File: src/rtl/maze_mem_arbiter.sv
// Two-requester arbiter for the single-bit maze cell memory: solver (A) and host (B)
// share one port with bounded bursts, round-robin tie break and per-requester read return.
module maze_mem_arbiter #(
    parameter int BURST_MAX = 4
) (
    input  logic       clk,
    input  logic       rst,
    input  logic       aReq,
    input  logic       aWr,
    input  logic [7:0] aAddr,
    input  logic       aWData,
    output logic       aGnt,
    output logic       aRData,
    output logic       aRValid,
    input  logic       bReq,
    input  logic       bWr,
    input  logic [7:0] bAddr,
    input  logic       bWData,
    output logic       bGnt,
    output logic       bRData,
    output logic       bRValid,
    output logic       memEn,
    output logic       memWr,
    output logic [7:0] memAddr,
    output logic       memWData,
    input  logic       memRData,
    output logic [7:0] conflictCnt
);

    localparam logic [1:0] ST_IDLE  = 2'd0;
    localparam logic [1:0] ST_GNT_A = 2'd1;
    localparam logic [1:0] ST_GNT_B = 2'd2;
    localparam logic [3:0] BURST_LIM = 4'(BURST_MAX);

    logic [1:0] state_r;
    logic [1:0] state_nxt_s;
    logic       last_gnt_a_r;
    logic [3:0] burst_cnt_r;
    logic [3:0] burst_inc_s;
    logic       burst_full_s;
    logic       access_a_s;
    logic       access_b_s;
    logic       a_rd_pend_r;
    logic       b_rd_pend_r;
    logic [7:0] addr_hold_r;
    logic       wdata_hold_r;
    logic [7:0] conflict_cnt_r;

    assign access_a_s = (state_r == ST_GNT_A) && aReq;
    assign access_b_s = (state_r == ST_GNT_B) && bReq;

    // Saturating burst count as it will stand after the current access
    always_comb begin
        if (burst_cnt_r >= BURST_LIM) begin
            burst_inc_s = BURST_LIM;
        end else begin
            burst_inc_s = burst_cnt_r + 4'd1;
        end
        burst_full_s = (burst_inc_s == BURST_LIM);
    end

    // Next-state selection: hand over on release or on a full burst with the other side waiting
    always_comb begin
        state_nxt_s = state_r;
        case (state_r)
            ST_IDLE: begin
                if (aReq && bReq) begin
                    state_nxt_s = last_gnt_a_r ? ST_GNT_B : ST_GNT_A;
                end else if (aReq) begin
                    state_nxt_s = ST_GNT_A;
                end else if (bReq) begin
                    state_nxt_s = ST_GNT_B;
                end else begin
                    state_nxt_s = ST_IDLE;
                end
            end
            ST_GNT_A: begin
                if (!aReq || (burst_full_s && bReq)) begin
                    state_nxt_s = bReq ? ST_GNT_B : ST_IDLE;
                end else begin
                    state_nxt_s = ST_GNT_A;
                end
            end
            ST_GNT_B: begin
                if (!bReq || (burst_full_s && aReq)) begin
                    state_nxt_s = aReq ? ST_GNT_A : ST_IDLE;
                end else begin
                    state_nxt_s = ST_GNT_B;
                end
            end
            default: state_nxt_s = ST_IDLE;
        endcase
    end

    // Grant state, round-robin pointer and burst counter
    always_ff @(posedge clk or negedge rst) begin
        if (!rst) begin
            state_r      <= ST_IDLE;
            last_gnt_a_r <= 1'b0;
            burst_cnt_r  <= 4'd0;
        end else begin
            state_r <= state_nxt_s;
            if ((state_nxt_s != state_r) && (state_nxt_s != ST_IDLE)) begin
                burst_cnt_r  <= 4'd0;
                last_gnt_a_r <= (state_nxt_s == ST_GNT_A);
            end else if (state_nxt_s == ST_IDLE) begin
                burst_cnt_r  <= 4'd0;
                last_gnt_a_r <= last_gnt_a_r;
            end else if (access_a_s || access_b_s) begin
                burst_cnt_r  <= burst_inc_s;
                last_gnt_a_r <= last_gnt_a_r;
            end else begin
                burst_cnt_r  <= burst_cnt_r;
                last_gnt_a_r <= last_gnt_a_r;
            end
        end
    end

    // Memory port mux; address and data hold their last value when no access is issued
    always_comb begin
        if (access_a_s) begin
            memEn    = 1'b1;
            memWr    = aWr;
            memAddr  = aAddr;
            memWData = aWData;
        end else if (access_b_s) begin
            memEn    = 1'b1;
            memWr    = bWr;
            memAddr  = bAddr;
            memWData = bWData;
        end else begin
            memEn    = 1'b0;
            memWr    = 1'b0;
            memAddr  = addr_hold_r;
            memWData = wdata_hold_r;
        end
    end

    // Read-return tracking, held address/data and the saturating conflict counter
    always_ff @(posedge clk or negedge rst) begin
        if (!rst) begin
            a_rd_pend_r    <= 1'b0;
            b_rd_pend_r    <= 1'b0;
            addr_hold_r    <= 8'd0;
            wdata_hold_r   <= 1'b0;
            conflict_cnt_r <= 8'd0;
        end else begin
            a_rd_pend_r  <= access_a_s && !aWr;
            b_rd_pend_r  <= access_b_s && !bWr;
            addr_hold_r  <= memAddr;
            wdata_hold_r <= memWData;
            if (aReq && bReq && (conflict_cnt_r != 8'hFF)) begin
                conflict_cnt_r <= conflict_cnt_r + 8'd1;
            end else begin
                conflict_cnt_r <= conflict_cnt_r;
            end
        end
    end

    assign aGnt        = (state_r == ST_GNT_A);
    assign bGnt        = (state_r == ST_GNT_B);
    assign aRValid     = a_rd_pend_r;
    assign bRValid     = b_rd_pend_r;
    assign aRData      = a_rd_pend_r & memRData;
    assign bRData      = b_rd_pend_r & memRData;
    assign conflictCnt = conflict_cnt_r;

endmodule

File: config.mk
export PLATFORM = sky130hd
export DESIGN_NAME = maze_mem_arbiter
export DESIGN_NICKNAME = d
export VERILOG_FILES = /design/src/rtl/maze_mem_arbiter.sv
export SDC_FILE = /design/constraint.sdc
export NUM_CORES = 1
export LEC_CHECK = 0
export CAP_MARGIN = 25
export CORE_MARGIN = 4
export CORE_UTILIZATION = 25
export DETAILED_ROUTE_END_ITERATION = 10
export GPL_ROUTABILITY_DRIVEN = 1
export PLACE_DENSITY = 0.56
export SYNTH_ARGS = -nofsm -noshare
export SYNTH_HDL_FRONTEND = slang
export SYNTH_SLANG_ARGS = --single-unit
File: constraint.sdc
create_clock -name clk -period 2.4 [get_ports clk]
set_clock_uncertainty 0.1 [all_clocks]
set_input_delay 0.6 -clock clk [delete_from_list [all_inputs] [get_ports clk]]
set_output_delay 0.6 -clock clk [all_outputs]
set_load 0.01 [all_outputs]
---- Yosys cells after proc, flatten, opt, wreduce, memory -nomap -nowiden ----
Index checks and enable logic that the tools add are counted.
W data, S select, Z words.
operators by class
  $add $sub $neg .......................... 2
  magnitude comparators ................... 1
  equality and inequality tests ........... 6
  mux-type cells .......................... 20
  bitwise gates (word level) .............. 2
  reduce and logical (&&, ||, !) cells .... 20
operator list
  operator               count
  $mux W4                4
  $mux W8                2
  $mux W2                6
  $logic_and A1 B1 Y1    9
  $add A8 B1 Y8 const B  1
  $ne A8 B8 Y1 const B   1
  $mux W1                7
  $pmux W2 S3            1
  $add A4 B1 Y4 const B  1
  $eq A2 B1 Y1 const B   2
  $eq A4 B3 Y1 const B   1
  $ge A4 B3 Y1 const B   1
  $logic_not A1 Y1       4
  $logic_not A2 Y1       2
  $logic_or A1 B1 Y1     3
  $reduce_bool A3 Y1     1
  $and A1 B1 Y1          2
  $eq A2 B2 Y1 const B   1
  $ne A2 B2 Y1           1
  $reduce_bool A2 Y1     1
word-level totals
  register bits after elaboration ......... 26
  output and inout bits ................... 25

---- Logic depth before layout (Yosys ltp) ----
Gate-level depths: netlist of run 1.
  depth after elaboration ................. 10
  depth in mapped cells ................... 6

---- Worst setup path after synthesis of run 1 ----
No wires, ideal clock.
  kind .................................... input port to output port
  start ................................... in bReq
  end ..................................... out memAddr[0]
  arrival ................................. 1.470 ns
  slack ................................... 0.230 ns
  stages on the path ...................... 5
  buffers on the path ..................... 2
  cells stage by stage .................... buf_2 nand3b_1 buf_2 mux2i_1 o21ai_1
between the ends
  cells in the longest elaborated chain, start to end .. 3
RTL lines
  element              line  RTL
  start, declared      15    input logic bReq,
  $logic_and A1 B1 Y1  50    assign access_b_s = (state_r == ST_GNT_B) && bReq;
  $mux W8              126   end else if (access_b_s) begin
  $mux W8              121   if (access_a_s) begin
  end, declared        24    output logic [7:0] memAddr,
No other way between the ends.

---- Worst setup path after layout of run 1 ----
Ends and elaborated chain as after synthesis.

==> results of run 1 <==
==> kinds of logic (layout without fill, tap and decap cells) <==
group | Yosys count | count (layout) | share of synthesized area (%)
xor gates and xnor gates | 5 | 5 | 3.20
buffers and inverters | 14 | 81 | 4.76
DFF | 26 | 26 | 47.6
other | 1 | 1 | 0.274
adders and majority gates | 2 | 2 | 1.83
muxes | 11 | 11 | 8.14
AOI/OAI and AO/OA | 30 | 30 | 14.5
and+or+nand+nor | 50 | 50 | 19.8
==> power breakdown <==
group	total, W	switching (W)	leakage [nW]	internal (W)
combinational	0.000769	0.000315	0.696	0.000454
sequential	0.000664	0.000109	0.329	0.000555
clock	0.000282	0.000136	0.0288	0.000147
==> cells in the mapped netlist, drive strengths merged (2+ instances only) <==
cell,instances
nor2,9
nand3,4
a41oi,2
nand4,5
buf,5
xor2,2
and3,3
and2,3
xnor2,3
nand2,16
clkbuf,4
a221oi,2
inv,4
ha,2
o21ai,11
a31oi,3
mux2i,10
nand3b,2
dfrtp,26
a21oi,5
a21o,2
==> layer usage <==
| metal | wire [um] | vias up | track usage, % |
|---|---|---|---|
| met5 | 0 | - | 0 |
| met4 | 14 | 0 | 1.99 |
| met3 | 224 | 2 | 2.96 |
| met2 | 1590 | 35 | 17.4 |
| met1 | 1760 | 577 | 15.1 |
| li1 | - | 623 | - |
==> state kept, by name (all words and copies together) (netlist names) <==
register,flops
burst_cnt_r,4
addr_hold_r,8
state_r,2
aRValid,1
bRValid,1
conflictCnt,8
wdata_hold_r,1
last_gnt_a_r,1
==> cell type report <==
class	instances	area, um2
clock buffers	4	55.1
fillers	524	2960
well taps	70	87.6
flip-flops and latches	26	651
inverters	5	18.8
multi-input cells	99	746
repair buffers	72	691
==> repair_timing <==
action                     in CTS  in global routing
pin swaps                       9                  5
gates resized for setup        57                 19
cloned                          1                  0
buffers inserted                8                  1
setup endpoints to repair      13                  9
==> metrics by stage <==
| stage | cells | util (%) | area, um2 | total power (W) | setup TNS (ns) |
|---|---|---|---|---|---|
| global route | 276 | 43.2 | 2250 | 0.00184 | -0.00228 |
| detailed placement | 262 | 38.8 | 2020 | 0.00134 | -5.84 |
| CTS | 275 | 41.5 | 2160 | 0.00165 | 0 |
| floorplan | 139 | - | 1370 | 0.000949 | 0 |
| finish | 276 | 43.2 | 2250 | 0.00171 | 0 |
| global placement | 262 | 38.8 | 2020 | 0.00133 | -5.83 |
==> critical path, stage by stage <==
cell and delay (ns):
clkdlybuf4s15_1 0.18, nand3b_1 0.13, buf_12 0.12, buf_8 0.12, mux2i_1 0.28, o21ai_4 0.08
buf_6 0.12
==> worst paths after layout <==
kind | depth (start not counted) | start | endpoint
max in group asynchronous | 2 | rst | addr_hold_r[4]
worst max-delay path | 7 | bReq | memAddr[0]
worst max register to register | 5 | burst_cnt_r[0] | state_r[1]
min in group asynchronous | 2 | rst | addr_hold_r[1]
worst min register to register | 1 | conflictCnt[5] | conflictCnt[5]
worst min-delay path | 1 | conflictCnt[5] | conflictCnt[5]
==> flow_summary.yaml, run 1 <==
yosys:
  synth_flop_cell: "dfrtp_1"
  synthesis.nets: 166
  syn_area_um2: 1370
  yosysTopAreaCellShare_pct: 47.6
  synth.area.top_cells: "dfrtp_1 (48%), mux2i_1 (7.3%), nand2_1 (4.4%)"
  syn_area_per_cell_um2: 9.84
  synth_top_area_cell: "dfrtp_1"
  synthCells: 139
  synth_cell_types: 43
  yosysWarnings: 0
  synth-edff-count: 0
  synthArstFlopShare_pct: 100
  synth.ff_latch_count: 26
  ys_seq_area_share_pct: 47.6
floorplan:
  num_rows: 26
  initial_core_util_pct: 26.3
  die_area_um2: 6720
  die_w_um: 82.0
  io_pins: 50
  core_area_um2: 5200
  die_h_um: 82.0
power_and_ir_drop:
  irDropWorstVdd_v: 0.000537
  powerDensity_nw_per_um2: 763
  p_leak_nw: 1.05
detailed_routing:
  wl_per_cell_um: 13.0
  drt_iter0_drc: 57
  first_pass_iters: 4
  vias_per_cell: 4.48
  antenna_left: 0
  vias: 1237
  routed_wl_mm: 3.59
  drc: 0
finish:
  area_growth_pct: 64.4
  final_common_cell: "clkdlybuf4s50_1"
  final_cell_mix: "clkdlybuf4s50_1 (34), dfrtp_1 (26), buf_4 (17)"
  antennaDiodeCount: 0
  drive_above_1_share_pct: 26.7
  nets: 234
cts:
  cts.path.max_buffers: 2
  cts_buffers: 3
  clk_latency_ns: 0.27
  cts_root_buffer: "clkbuf_8"
  cts_num_sinks: 26
  clkTransAtPathRegs_ns: 0.09
  htreeDepth: 1
  ctsHoldBuffers: 0
  cts_tree: "built"
critical_path:
  cp_max_fo: 6
  arrival_ns: 1.63
  cp-end-kind: "output port"
  critPathRequiredTime_ns: 1.70
  reg2reg_slack_ns: 0.57
  crit_type: "input port to output port"
  critPathLaunchType: "input port"
timing:
  period_share_pct: 96.9
  period_minus_slack_ns: 2.33
  setup_viol: 0
  hold_ws_ns: 0.396
  fin_ws_ns: 0.0736
  final-hold-violation-count: 0
  max_freq_mhz: 430
  drv_slew: 0
global_routing:
  antenna_found_initial: 0
  overflow: 0
  grt_max_degree: 27
  track_usage_pct: 11.0
  grt_pass1_vias: 1203
  grt_pass1_wl_mm: 5.79
place:
  gp_congestion: 0.747
  io_buffer_count: 49
  dpl.hpwl_mm: 2.48
  place_ws_ns: -0.547
hold_path:
  hp-class: "register to register"
run_status:
  status: "completed"
run:
  cap_violations: 0
Note: power is estimated with default switching activity, not from simulation.
==> inputs of run 2 (changes only) <==
--- a/config.mk
+++ b/config.mk
@@ -6,7 +6,7 @@
 export NUM_CORES = 1
 export LEC_CHECK = 0
 export CAP_MARGIN = 25
-export CORE_MARGIN = 4
+export CORE_MARGIN = 3
 export CORE_UTILIZATION = 25
 export DETAILED_ROUTE_END_ITERATION = 10
 export GPL_ROUTABILITY_DRIVEN = 1
==> run 2 against run 1 <==
Largest power group unchanged. Maximum frequency down 0.47%. Combinational power up 14%. Global-route usage up 0.35 points. Critical path depth unchanged. Highest routed layer unchanged. Sequential share of layout area down 1.3 points. Via count up 4.6%. Sequential power up 2%. Worst setup slack worse by 0.011 ns.
==> flow_summary.yaml, run 2 (same netlist as run 1, synthesis figures left out) <==
timing:
  max_freq_mhz: 428
  rsz0062_at_grt: "false"
  drv_slew: 0
  period_share_pct: 97.4
  period_minus_slack_ns: 2.34
  fin_ws_ns: 0.0625
  setup_viol: 0
  final-hold-violation-count: 0
cts:
  cts_num_sinks: 26
  cts_root_buffer: "clkbuf_8"
  ctsHoldBuffers: 0
  clkTransAtPathRegs_ns: 0.10
  clk_latency_ns: 0.27
  cts.path.max_buffers: 2
  cts_buffers: 3
  cts_tree: "built"
  htreeDepth: 1
floorplan:
  initial_core_util_pct: 26.3
  die_area_um2: 6390
  die_w_um: 80.0
  core_area_um2: 5200
  io_pins: 50
  die_h_um: 80.0
  num_rows: 26
power_and_ir_drop:
  p_clk_share_pct: 19.2
  p_leak_nw: 1.07
  combPwrFrac_pct: 45.5
  irDropWorstVdd_v: 0.000377
  swShare_pct: 32.0
  p_sw_w: 0.000615
  totalPowerFinal_w: 0.00192
  powerDensity_nw_per_um2: 815
  p_seq_share_pct: 35.3
  intPower_w: 0.00130
run_status:
  status: "completed"
place:
  place_ws_ns: -0.579
  gp_congestion: 0.749
  dpl.hpwl_mm: 2.38
  io_buffer_count: 49
finish:
  final_common_cell: "clkdlybuf4s50_1"
  nets: 235
  final_cell_mix: "clkdlybuf4s50_1 (34), dfrtp_1 (26), buf_4 (19)"
  area_growth_pct: 72.2
  drive_above_1_share_pct: 29.0
  antennaDiodeCount: 0
detailed_routing:
  routed_wl_mm: 3.77
  vias: 1294
  drt_iter0_drc: 39
  antenna_left: 0
  drc: 0
  wl_per_cell_um: 13.6
  vias_per_cell: 4.67
  first_pass_iters: 4
critical_path:
  cp-end-kind: "output port"
  cp_max_fo: 6
  critPathRequiredTime_ns: 1.70
  arrival_ns: 1.64
  crit_type: "input port to output port"
  critPathLaunchType: "input port"
global_routing:
  grt_max_degree: 27
  overflow: 0
  grt_pass1_wl_mm: 5.85
  antenna_found_initial: 0
  track_usage_pct: 11.3
  grt_pass1_vias: 1250
run:
  cap_violations: 0
hold_path:
  hp-class: "register to register"
[run 2: layout make-up]
cell class	instances	area, um2
fill	504	2850
multi-input combinational	99	815
timing repair buffer	73	712
sequential	26	651
tap	70	87.6
clock buffer	3	41.3
clock inverter	1	30.0
inverter	5	18.8
[run 2: routing by layer]
metal  part of all wire, %  vias to the layer above  GRT usage, %  wire length, um
li1                      -                      630             -                -
met1                    46                      604          15.6             1740
met2                    46                       54          18.4             1750
met3                   6.2                        6          2.48              234
met4                   1.2                        0          2.03               44
met5                     0                        -             0                0
[run 2: worst max-delay path, cell delays in order]
cell and delay, ns:
clkdlybuf4s15_1 0.19, nand3b_1 0.09, buf_6 0.14, buf_12 0.15
mux2i_4 0.19, o21ai_4 0.15, buf_6 0.12
[run 2: power by group through the flow]
stage | sequential (W) | clock, W | combinational, W
2_1_floorplan | 0.000659 | 0 | 0.000290
3_3_place_gp | 0.000665 | 0 | 0.000686
3_5_place_dp | 0.000666 | 0 | 0.000687
4_1_cts | 0.000658 | 0.000380 | 0.000752
5_1_grt | 0.000696 | 0.000393 | 0.000943
6_report | 0.000677 | 0.000369 | 0.000873
[run 2: final timing paths]
| kind | startpoint | end | slack (ns) | depth (start not counted) |
|---|---|---|---|---|
| max | bReq | memAddr[2] | 0.06 | 7 |
| min | conflictCnt[5] | conflictCnt[5] | 0.39 | 1 |
| max reg2reg | burst_cnt_r[0] | state_r[1] | 0.60 | 5 |
| min reg2reg | conflictCnt[5] | conflictCnt[5] | 0.39 | 1 |
| max in group asynchronous | rst | last_gnt_a_r | 1.34 | 2 |
| min in group asynchronous | rst | addr_hold_r[6] | 0.60 | 2 |
[run 2: what timing repair did]
action                                  CTS  global route
buffers inserted                          7             1
cloned                                    2             0
resized for setup                        61            25
endpoints found under the setup margin   13             8
pin swaps                                10             7
[run 2: per-stage QoR]
stage	instance area [um2]	cells	hold WS [ns]	TNS, ns	utilization [%]
after floorplan	1370	139	0.204	0	-
after CTS	2210	276	0.398	0	42.5
after global placement	2030	263	0.385	-6.10	39.0
final	2350	277	0.395	0	45.2
after global routing	2350	277	0.424	0	45.2
after detailed placement	2030	263	0.384	-5.99	39.0
==> inputs of run 3 (changes only) <==
--- a/config.mk
+++ b/config.mk
@@ -7,10 +7,10 @@
 export LEC_CHECK = 0
 export CAP_MARGIN = 25
 export CORE_MARGIN = 3
-export CORE_UTILIZATION = 25
+export CORE_UTILIZATION = 28
 export DETAILED_ROUTE_END_ITERATION = 10
 export GPL_ROUTABILITY_DRIVEN = 1
-export PLACE_DENSITY = 0.56
+export PLACE_DENSITY = 0.61
 export SYNTH_ARGS = -nofsm -noshare
 export SYNTH_HDL_FRONTEND = slang
 export SYNTH_SLANG_ARGS = --single-unit
==> run 3 against run 2 <==
Maximum frequency fell by 1.6%. Sequential power barely moved. Core utilization rose by 5.5 points. Critical path depth fell by 1. Register-to-register slack got worse by 0.09 ns. Critical path type unchanged. Critical endpoint unchanged.
==> flow_summary.yaml, run 3 (same netlist as run 1, synthesis figures left out) <==
run_status:
  status: "completed"
global_routing:
  grt_pass1_vias: 1306
  grt_max_degree: 27
  grt_pass1_wl_mm: 6.20
  antenna_found_initial: 0
  overflow: 0
  track_usage_pct: 14.1
finish:
  fillerInstances: 415
  final_cell_mix: "clkdlybuf4s50_1 (34), dfrtp_1 (26), nand2_1 (15)"
  area_growth_pct: 68.3
  final_common_cell: "clkdlybuf4s50_1"
  drive_above_1_share_pct: 28.6
  nets: 231
  antennaDiodeCount: 0
  fin_area_um2: 2300
  final_util_pct: 50.7
timing:
  period_minus_slack_ns: 2.38
  hold_ws_ns: 0.401
  period_share_pct: 99.0
  drv_slew: 0
  max_freq_mhz: 421
  setup_viol: 0
  final-hold-violation-count: 0
power_and_ir_drop:
  intPower_w: 0.00126
  combPwrFrac_pct: 44.0
  p_clk_share_pct: 19.8
  swShare_pct: 32.8
  irDropWorstVdd_v: 0.000489
  p_sw_w: 0.000614
  p_seq_share_pct: 36.2
  p_leak_nw: 1.04
  powerDensity_nw_per_um2: 815
run:
  cap_violations: 0
cts:
  cts_root_buffer: "clkbuf_8"
  cts_num_sinks: 26
  clk_latency_ns: 0.27
  cts_tree: "built"
  clkTransAtPathRegs_ns: 0.09
  htreeDepth: 1
  cts_buffers: 3
  cts.path.max_buffers: 2
detailed_routing:
  wl_per_cell_um: 14.6
  drc: 0
  vias_per_cell: 4.94
  vias: 1325
  antenna_left: 0
  routed_wl_mm: 3.92
  first_pass_iters: 6
  drt_iter0_drc: 87
critical_path:
  crit_chain: "clkdlybuf4s15_1 -> nand3b_1 -> buf_6 -> mux2i_1 -> o21ai_4 -> buf_2"
  cp_slowest_stage_delay_ns: 0.31
  critPathRequiredTime_ns: 1.70
  crit_slowest_cell: "mux2i_1"
  crit_buf_inv: 3
  critPathLaunchType: "input port"
  worst_path_dominant_cell_family: "buffers and inverters"
  arrival_ns: 1.68
  crit_type: "input port to output port"
  cp-end-kind: "output port"
  cp_max_fo: 5
floorplan:
  die_area_um2: 5760
  io_pins: 50
  num_rows: 24
  die_h_um: 75.9
  core_area_um2: 4530
  die_w_um: 75.9
  initial_core_util_pct: 30.2
place:
  dpl-instance-area_um2: 1990
  io_buffer_count: 49
  gp_congestion: 0.772
  dpl.hpwl_mm: 2.55
hold_path:
  hp-class: "register to register"
run 3: cell types whose count changed in the layout (fill, tap and decap cells not counted), sizes merged:
| cell | previous run | this run |
|---|---|---|
| buf | 35 | 30 |
| clkdlybuf4s15 | 1 | 2 |
run 3: per-layer routing:
| layer | GRT usage [%] | part of all wire (%) |
|---|---|---|
| met5 | 0 | 0 |
| met4 | 3.69 | 1.4 |
| met3 | 2.51 | 4.5 |
| met2 | 24.7 | 52 |
| met1 | 17.7 | 42 |
run 3: layout make-up:
| cell class | instances | area, um2 | area share [%] |
|---|---|---|---|
| Clock buffer | 3 | 41.3 | 1.79 |
| Clock inverter | 1 | 30.0 | 1.31 |
| Inverter | 5 | 18.8 | 0.816 |
| Multi-Input combinational cell | 99 | 803 | 34.9 |
| Sequential cell | 26 | 651 | 28.3 |
| Tap cell | 65 | 81.3 | 3.53 |
| Timing Repair Buffer | 69 | 676 | 29.4 |
run 3: per-stage QoR:
| stage | setup TNS [ns] | std cells | power, W | worst slack, ns |
|---|---|---|---|---|
| after floorplan | 0 | 139 | 0.000949 | 0.230 |
| after global placement | -5.98 | 255 | 0.00131 | -0.573 |
| after detailed placement | -6.16 | 255 | 0.00132 | -0.591 |
| after CTS | 0 | 268 | 0.00175 | 0.00410 |
| after global routing | -0.0157 | 268 | 0.00199 | -0.0157 |
| final | 0 | 268 | 0.00188 | 0.0243 |
run 3: worst paths after layout:
path / from / to / slack (ns) / cells after the start
max: bReq / memAddr[2] / 0.02 / 6
min: conflictCnt[5] / conflictCnt[5] / 0.40 / 1
max reg2reg: burst_cnt_r[0] / state_r[1] / 0.51 / 5
min reg2reg: conflictCnt[5] / conflictCnt[5] / 0.40 / 1
max in group asynchronous: rst / burst_cnt_r[3] / 1.32 / 2
min in group asynchronous: rst / addr_hold_r[5] / 0.61 / 2
run 3: repair_timing:
action | CTS | global route
pin swaps | 11 | 5
endpoints found under the setup margin | 13 | 9
buffers inserted | 6 | 1
cloned | 3 | 0
gates resized for setup | 63 | 25
hold buffers | 0 | 0
run 3: power groups by stage:
stage	Sequential, W	Clock (W)	Combinational, W
after floorplan	0.000659	0	0.000290
after global placement	0.000662	0	0.000643
after detailed placement	0.000668	0	0.000656
after CTS	0.000663	0.000379	0.000704
after global routing	0.000697	0.000400	0.000888
final	0.000679	0.000371	0.000825
